<file path="src/rtl/viterbi_pkg.sv">
// Shared types and helpers for the 2-state rate-1/2 Viterbi decoder.
// The optional error counter is enabled by VITERBI_ERRCNT_EN (see viterbi_decoder).
package viterbi_pkg;

    localparam int METRIC_W_DEF = 3;

    typedef logic [METRIC_W_DEF-1:0] pm_t;

    localparam logic STATE0 = 1'b0;
    localparam logic STATE1 = 1'b1;

    function automatic logic [1:0] hamming2(input logic [1:0] a, input logic [1:0] b);
        logic [1:0] x;
        x = a ^ b;
        return {1'b0, x[1]} + {1'b0, x[0]};
    endfunction

    function automatic logic [1:0] expected_sym(input logic s, input logic d);
        return {d ^ s, d};
    endfunction

endpackage

</file>
<file path="src/rtl/viterbi_acs.sv">
// Add-compare-select for one destination state d: picks the cheaper of the two predecessors.
// The returned metric is one bit wider than PM so the sum cannot wrap before normalisation.
module viterbi_acs
    import viterbi_pkg::*;
#(
    parameter int METRIC_W = 3
) (
    input  logic [METRIC_W-1:0] pm0,
    input  logic [METRIC_W-1:0] pm1,
    input  logic [1:0]          data_in,
    input  logic                d,
    output logic [METRIC_W:0]   pm_new,
    output logic                sel
);

    localparam int W = METRIC_W + 1;

    logic [METRIC_W:0] c0;
    logic [METRIC_W:0] c1;

    always_comb begin
        c0     = {1'b0, pm0} + W'(hamming2(data_in, expected_sym(STATE0, d)));
        c1     = {1'b0, pm1} + W'(hamming2(data_in, expected_sym(STATE1, d)));
        // a tie keeps predecessor state 0
        sel    = (c1 < c0);
        pm_new = sel ? c1 : c0;
    end

endmodule

</file>
<file path="src/rtl/viterbi_decoder.sv">
// Hard-decision Viterbi decoder, register-exchange survivors, fixed decision depth TB_DEPTH.
// Define VITERBI_ERRCNT_EN to add the err_count port (channel syndrome-error counter).
module viterbi_decoder
    import viterbi_pkg::*;
#(
    parameter int TB_DEPTH = 8,
    parameter int METRIC_W = 3
) (
    input  logic        clk,
    input  logic        reset,
    input  logic [1:0]  data_in,
    input  logic        in_valid,
    output logic        data_out,
    output logic        out_valid
`ifdef VITERBI_ERRCNT_EN
    ,
    output logic [15:0] err_count
`endif
);

    localparam int FILL_W = $clog2(TB_DEPTH + 1);
    localparam logic [FILL_W-1:0]   FILL_MAX = FILL_W'(TB_DEPTH);
    localparam logic [FILL_W-1:0]   FILL_LAST = FILL_W'(TB_DEPTH - 1);
    localparam logic [METRIC_W-1:0] PM_MAX = '1;
    localparam logic [TB_DEPTH-1:0] ONE_LSB = TB_DEPTH'(1);

    logic [METRIC_W-1:0] pm0, pm1, pm0_n, pm1_n;
    logic [METRIC_W:0]   raw0, raw1, pm_min;
    logic                sel0, sel1, dec_bit;
    logic [TB_DEPTH-1:0] surv0, surv1, surv_s0, surv_s1, surv0_n, surv1_n;
    logic [FILL_W-1:0]   fill;

    function automatic logic [METRIC_W-1:0] sat(input logic [METRIC_W:0] v);
        return (v > {1'b0, PM_MAX}) ? PM_MAX : v[METRIC_W-1:0];
    endfunction

    viterbi_acs #(.METRIC_W(METRIC_W)) u_acs0 (
        .pm0(pm0), .pm1(pm1), .data_in(data_in), .d(STATE0), .pm_new(raw0), .sel(sel0)
    );

    viterbi_acs #(.METRIC_W(METRIC_W)) u_acs1 (
        .pm0(pm0), .pm1(pm1), .data_in(data_in), .d(STATE1), .pm_new(raw1), .sel(sel1)
    );

    always_comb begin
        pm_min  = (raw1 < raw0) ? raw1 : raw0;
        pm0_n   = sat(raw0 - pm_min);
        pm1_n   = sat(raw1 - pm_min);
        surv_s0 = sel0 ? surv1 : surv0;
        surv_s1 = sel1 ? surv1 : surv0;
        surv0_n = surv_s0 << 1;
        surv1_n = (surv_s1 << 1) | ONE_LSB;
        // best state is the lower metric, tie to state 0
        dec_bit = (raw1 < raw0) ? surv1_n[TB_DEPTH-1] : surv0_n[TB_DEPTH-1];
    end

    always_ff @(posedge clk) begin
        if (reset) begin
            pm0       <= '0;
            pm1       <= PM_MAX;
            surv0     <= '0;
            surv1     <= '0;
            fill      <= '0;
            data_out  <= 1'b0;
            out_valid <= 1'b0;
        end else begin
            out_valid <= 1'b0;
            if (in_valid) begin
                pm0       <= pm0_n;
                pm1       <= pm1_n;
                surv0     <= surv0_n;
                surv1     <= surv1_n;
                data_out  <= dec_bit;
                out_valid <= (fill >= FILL_LAST);
                if (fill != FILL_MAX) fill <= fill + 1'b1;
            end
        end
    end

`ifdef VITERBI_ERRCNT_EN
    logic prev_rx0;
    logic syndrome;

    assign syndrome = data_in[1] ^ data_in[0] ^ prev_rx0;

    always_ff @(posedge clk) begin
        if (reset) begin
            prev_rx0  <= 1'b0;
            err_count <= '0;
        end else if (in_valid) begin
            prev_rx0 <= data_in[0];
            if (syndrome && (err_count != 16'hFFFF)) err_count <= err_count + 16'd1;
        end
    end
`endif

endmodule

</file>
<file path="config.mk">
export PLATFORM = sky130hd
export DESIGN_NAME = viterbi_decoder
export DESIGN_NICKNAME = d
export VERILOG_FILES = /design/src/rtl/viterbi_pkg.sv /design/src/rtl/viterbi_acs.sv /design/src/rtl/viterbi_decoder.sv
export SDC_FILE = /design/constraint.sdc
export NUM_CORES = 1
export LEC_CHECK = 0
export BUFFER_PORTS_ARGS = -buffer_cell sky130_fd_sc_hd__buf_2
export CAP_MARGIN = 20
export CORE_MARGIN = 4
export CORE_UTILIZATION = 45
export CTS_CLUSTER_DIAMETER = 30
export DETAILED_ROUTE_END_ITERATION = 10
export SLEW_MARGIN = 20
export SYNTH_ARGS = -nofsm -noshare
export SYNTH_HDL_FRONTEND = slang
export SYNTH_SLANG_ARGS = --single-unit
</file>
<file path="constraint.sdc">
create_clock -name clk -period 6.45 [get_ports clk]
set_clock_uncertainty 0.15 [all_clocks]
set_input_delay 1.29 -clock clk [delete_from_list [all_inputs] [get_ports clk]]
set_output_delay 1.29 -clock clk [all_outputs]
set_load 0.01 [all_outputs]
</file>
# Word-level counts from Yosys, hierarchy flattened
# Index checks and enable logic that the tools add are counted.
dict set report word_totals {
  ff_bits 25
  inputBits 5
  out_inout_bits 2
  wordCells 39
}
dict set report op_classes {
  addsub 11
  magnitude_cmp 6
  eq_ne 1
  mux 8
  n_bitwise 4
  reduce_logical 2
}
# op n
set op_table {}
lappend op_table {{adder 3 x 2 -> 4 bit} 4}
lappend op_table {{2-to-1 mux 7 bit} 2}
lappend op_table {{less-than comparator 4 bit} 3}
lappend op_table {{2-to-1 mux 4 bit} 3}
lappend op_table {{adder 1 x 1 -> 2 bit} 4}
lappend op_table {{> comparator 4 x 3 -> 1 bit, second input constant} 2}
lappend op_table {{subtractor 4 bit} 2}
lappend op_table {{2-to-1 mux 3 bit} 2}
lappend op_table {{adder 4 x 1 -> 4 bit, second input constant} 1}
lappend op_table {{>= comparator 4 x 3 -> 1 bit, second input constant} 1}
lappend op_table {{!= test 4 bit, second input constant} 1}
lappend op_table {{inverter 1 bit} 3}
lappend op_table {{inverter 2 bit} 1}
lappend op_table {{AND reduction 2 bit} 1}
lappend op_table {{OR reduction 2 bit} 1}
lappend op_table {{2-to-1 mux 1 bit} 1}

# Depth between registers and ports, before layout
dict set report depth {
  ltp_word 10
  ltp_mapped 23
  mapped_depth_nobuf 23
}

# By module
# Synthesis repeated with hierarchy kept, for this count alone.
dict set report unflattened {
  cells_unflattened 225
  hier_area_um2 1953.1
}
# mod n_inst cells_per_inst area_per_inst_um2 seq_area_each_um2
set by_module_without_submodules {}
lappend by_module_without_submodules {viterbi_decoder 1 165 1402.6 500.5}
lappend by_module_without_submodules {viterbi_acs 2 30 275.3 0.0}

# Worst setup path after synthesis
# Ideal clock, no wire load.
dict set report synth_path {
  path_kind {input-to-reg}
  start {input port data_in[0]}
  end {register pm0[1]}
  setup_ns 0.086
  arrival_time_ns 5.324
  t_required_ns 6.214
  setup_slack_ns 0.890
  cell_stages 20
  path_buffers 0
  cell_sequence {fa_1 ha_1 xnor2_1 ha_1 nand2_1 o21ai_2 nor2_1 a21oi_1 inv_1 ha_1 a21oi_1 o31ai_1 a21oi_4 mux2i_1 ha_1 a21boi_0 a221oi_2 xor2_1 nor2_1 a211oi_1}
}
dict set report synth_via {
  elab_chain_len 10
  elab_cells_between_ends 19
  cone_classes {add/sub (9); order compare (4); mux (4); bitwise (2)}
}
# element line
set synth_lines {}
lappend synth_lines {{start: declaration} viterbi_decoder.sv:11} ;# input logic [1:0] data_in,
lappend synth_lines {{inverter 1 bit (no source line) or inverter 2 bit (tied branches)} -}
lappend synth_lines {{adder 1 x 1 -> 2 bit} viterbi_pkg.sv:15} ;# return {1'b0, x[1]} + {1'b0, x[0]};
lappend synth_lines {{adder 3 x 2 -> 4 bit (on tied branches)} {viterbi_acs.sv:23, viterbi_acs.sv:22}}
lappend synth_lines {{less-than comparator 4 bit} viterbi_acs.sv:25} ;# sel = (c1 < c0);
lappend synth_lines {{2-to-1 mux 4 bit} viterbi_acs.sv:26} ;# pm_new = sel ? c1 : c0;
lappend synth_lines {{less-than comparator 4 bit} viterbi_decoder.sv:46} ;# pm_min = (raw1 < raw0) ? raw1 : raw0;
lappend synth_lines {{2-to-1 mux 4 bit} viterbi_decoder.sv:46}
lappend synth_lines {{subtractor 4 bit (*)} viterbi_decoder.sv:47} ;# pm0_n = sat(raw0 - pm_min);
lappend synth_lines {{> comparator 4 x 3 -> 1 bit} viterbi_decoder.sv:34} ;# return (v > {1'b0, PM_MAX}) ? PM_MAX : v[METRIC_W-1:0];
lappend synth_lines {{2-to-1 mux 3 bit (*)} viterbi_decoder.sv:34}
lappend synth_lines {{end signal: assignment} viterbi_decoder.sv:69} ;# pm0 <= pm0_n;
lappend synth_lines {{end: declaration} viterbi_decoder.sv:27} ;# logic [METRIC_W-1:0] pm0, pm1, pm0_n, pm1_n;
# Every way passes the cells marked *; elsewhere a longest branch is shown, timed or not.
# A chain may end at the register's enable or synchronous reset.

# Worst setup path after layout
dict set report layout_path {
  start {input port data_in[1]}
  end {register pm0[1]}
}
dict set report layout_via {
  elab_chain_len 10
  elab_cells_between_ends 19
  cone_classes {add/sub (9); order compare (4); mux (4); bitwise (2)}
}
# element line
set layout_lines {}
lappend layout_lines {{inverter 2 bit (no source line) or inverter 1 bit (tied branches)} -}
lappend layout_lines {{adder 1 x 1 -> 2 bit} viterbi_pkg.sv:15}
lappend layout_lines {{adder 3 x 2 -> 4 bit (on tied branches)} {viterbi_acs.sv:22, viterbi_acs.sv:23}}
lappend layout_lines {{less-than comparator 4 bit} viterbi_acs.sv:25}
lappend layout_lines {{2-to-1 mux 4 bit} viterbi_acs.sv:26}
lappend layout_lines {{less-than comparator 4 bit} viterbi_decoder.sv:46}
lappend layout_lines {{2-to-1 mux 4 bit} viterbi_decoder.sv:46}
lappend layout_lines {{subtractor 4 bit (*)} viterbi_decoder.sv:47}
lappend layout_lines {{> comparator 4 x 3 -> 1 bit} viterbi_decoder.sv:34}
lappend layout_lines {{2-to-1 mux 3 bit (*)} viterbi_decoder.sv:34}
# Marks and branches as above.

==> run summary <==
critical path depth = 19
vias per std cell = 5.49
effective utilization at floorplan = 0.476
CTS max path bufs = 2
Worst EP arrival = 5.91 ns
NumNets Final = 268
ys flop type = dfxtp_1
maxcap violations = 0
Syn Nets = 261
clock sink count = 25
Core Footprint = 4090 sq um
area fraction of the dominant cell type after synthesis = 0.258
cell mode on critical path = ha_1
post-DP HPWL = 3.14 mm
Tmin final = 5.87 ns
crit start category = primary input
routed via count = 1,569
critical path class = primary input to register
Max Fclk = 170 MHz
critical-path maximum fanout = 9
hold buffers post-CTS = 0
Min-Delay Path Class = register to register
GR Util All Layers = 0.165
die height = 73.7 um
first-pass GRT wire length = 7.13 mm
synth warn = 0
Distinct cells, synth = 45
CTS tree = done
die area = 5430 sq um
Top Family by Delay on Critical Path = compound AO/OA/AOI/OAI gates
H-tree depth = 1
Die W = 73.7 um
Routed WL = 3.98 mm
Post-synth ARST share = 0
Slowest-stage cell, CP = fa_1
post-route setup TNS = 0 ns
Hold Path Cell Cnt = 2
max_slew headroom = 0.614
Clock transition at path regs = 0.09 ns
I/O pins = 7
Num CTS Buffers = 3
Buf/Inv on CP = 1
Final GP Congestion = 0.943
diodes inserted = 0
Seq/Total Area, Yosys = 0.258
Reg2Reg Depth = 20
Area contributors post-synth = dfxtp_1 (26%), ha_1 (14%), nor2_1 (5.8%)
1st-pass router iterations = 4
row count = 23
number of global-route vias before repair = 1,536
RSZ-0062 raised after global routing = false
final hold vios = 0
Detail Route Antenna Nets = 0
cells along the critical path = buf_2 > fa_1 > ha_1 > xor2_1 > ha_1 > nand2_2 > o21ai_2 > a21oi_1 > ha_1 > a21oi_1 > o31ai_1 > a21oi_4 > mux2i_1 > ha_1 > a21boi_0 > a221oi_2 > xor2_1 > nor2_1 > a211oi_1
final setup fails = 0
initial antenna violation count = 0
largest net degree at the start of global routing = 36
Post-synth EDFFs = 0
clk root buf = clkbuf_8
Seq cells post-synth = 25
Post-Syn Instances = 230
status = finished clean
total global routing overflow = 0
Max Slew Vio Count = 0
clk_lat worst skew = 0.27 ns
initial DRC count = 84
post_cts resized = 0
Avg Synthesized Cell Area = 8.45 sq um
Slowest Stage Delay on Critical Path = 0.44 ns
area leader, netlist = dfxtp_1
Tightest Pin Transition = 0.579 ns
Critical Path RT = 6.49 ns
number of post-CTS setup repair buffers = 0
final worst-path cycle share = 0.911
post-synthesis cell area = 1940 sq um
input/output buffers = 6
area added between synthesis and finish = 6.89%
fraction of layout cells with a size suffix above 1 = 0.106
DRC viols = 0
Setup crit end kind = register
routed len/inst = 13.9 um
==> metrics by stage <==
stage	setup slack (ns)	area [sq um]	hold WS [ns]	std cells	utilization
after floorplan	0.890	1940	0.285	230	-
after global placement	0.353	2030	0.297	282	0.496
after detailed placement	0.310	2030	0.317	282	0.496
after CTS	0.566	2080	0.339	286	0.508
after global routing	0.127	2080	0.366	286	0.508
final	0.576	2080	0.335	286	0.508
==> worst register-to-register path, delay by kind of cell, from the launching register on <==
family	cells	cell delay [ns]
adders and majority gates	5	1.46
and+or+nand+nor	2	0.17
xor gates and xnor gates	2	0.36
AOI/OAI and AO/OA	8	2.05
buffers and inverters	2	0.16
DFF	1	0.40
muxes	1	0.28
==> synth_stat cells, types with 3 or more instances <==
library cell  count
a211oi_1          9
clkbuf_1          6
nand2_1          14
xnor2_1           6
nand3_1           3
fa_1              4
a221oi_2          3
o21ai_0           4
mux2i_1          11
nor2_1           30
xor2_1            5
a311oi_1          3
a21oi_1          14
o32a_1            3
ha_1             22
nor3_1            5
inv_1            22
nand2b_1          3
o31ai_1           3
dfxtp_1          25
nor2b_1           6
==> path summary, 6_finish.rpt <==
check / startpoint / end / slack (ns)
worst max register to register: pm0[0] / pm0[1] / 1.36
worst min-delay path: surv1[0] / surv1[0] / 0.33
worst max-delay path: data_in[1] / pm0[1] / 0.58
worst min register to register: surv1[0] / surv1[0] / 0.33
==> layout make-up <==
type                    instances  area [sq um]
clock buffers                   3          41.3
clock inverters                 1          7.51
fillers                       417          2010
inverters                      22          82.6
multi-input cells             177          1340
flip-flops and latches         25           500
well taps                      50          62.6
repair buffers                  8          45.0
==> sequential cells by signal (all words and copies together), names as in the netlist <==
name,cells
out_valid,1
surv0,6
data_out,1
surv1,7
pm1,3
fill,4
pm0,3
==> cells by family (layout without fill, tap and decap cells) <==
kind of cell / count (synthesis) / in the layout / share of synthesized area
mux: 11 / 11 / 0.0567
flops: 25 / 25 / 0.258
xor+xnor: 11 / 11 / 0.0496
fa+ha+maj: 26 / 26 / 0.183
buf+inv: 28 / 34 / 0.0541
simple gates: 73 / 73 / 0.182
compound gates: 56 / 56 / 0.218
==> layout by cell type, fill, tap and decap left out, types with 2 or more instances in the layout <==
cell type	instances
o21a_1	2
a21oi_1	14
nand2b_1	3
nor3_1	5
nor2b_1	6
nand2_1	14
fa_1	4
xor2_1	5
buf_4	2
and3_1	2
ha_1	22
xnor2_1	6
mux2i_1	11
a21oi_2	2
a311oi_1	3
dfxtp_1	25
nor2_1	30
o32a_1	3
o21ai_0	4
nand3_1	3
o31ai_1	3
a221oi_2	3
clkbuf_8	3
inv_1	22
o21ai_2	2
a211oi_1	9
buf_2	6
o21ai_1	2
==> layer usage <==
| layer | GRT usage | part of all wire |
|---|---|---|
| met4 | 0.0302 | 0.0078 |
| met1 | 0.232 | 0.52 |
| met3 | 0.0287 | 0.030 |
| met5 | 0 | 0 |
| met2 | 0.266 | 0.44 |
Power is not shown: default switching activity piles up to over one toggle a cycle in this logic, so the estimate is an artifact.
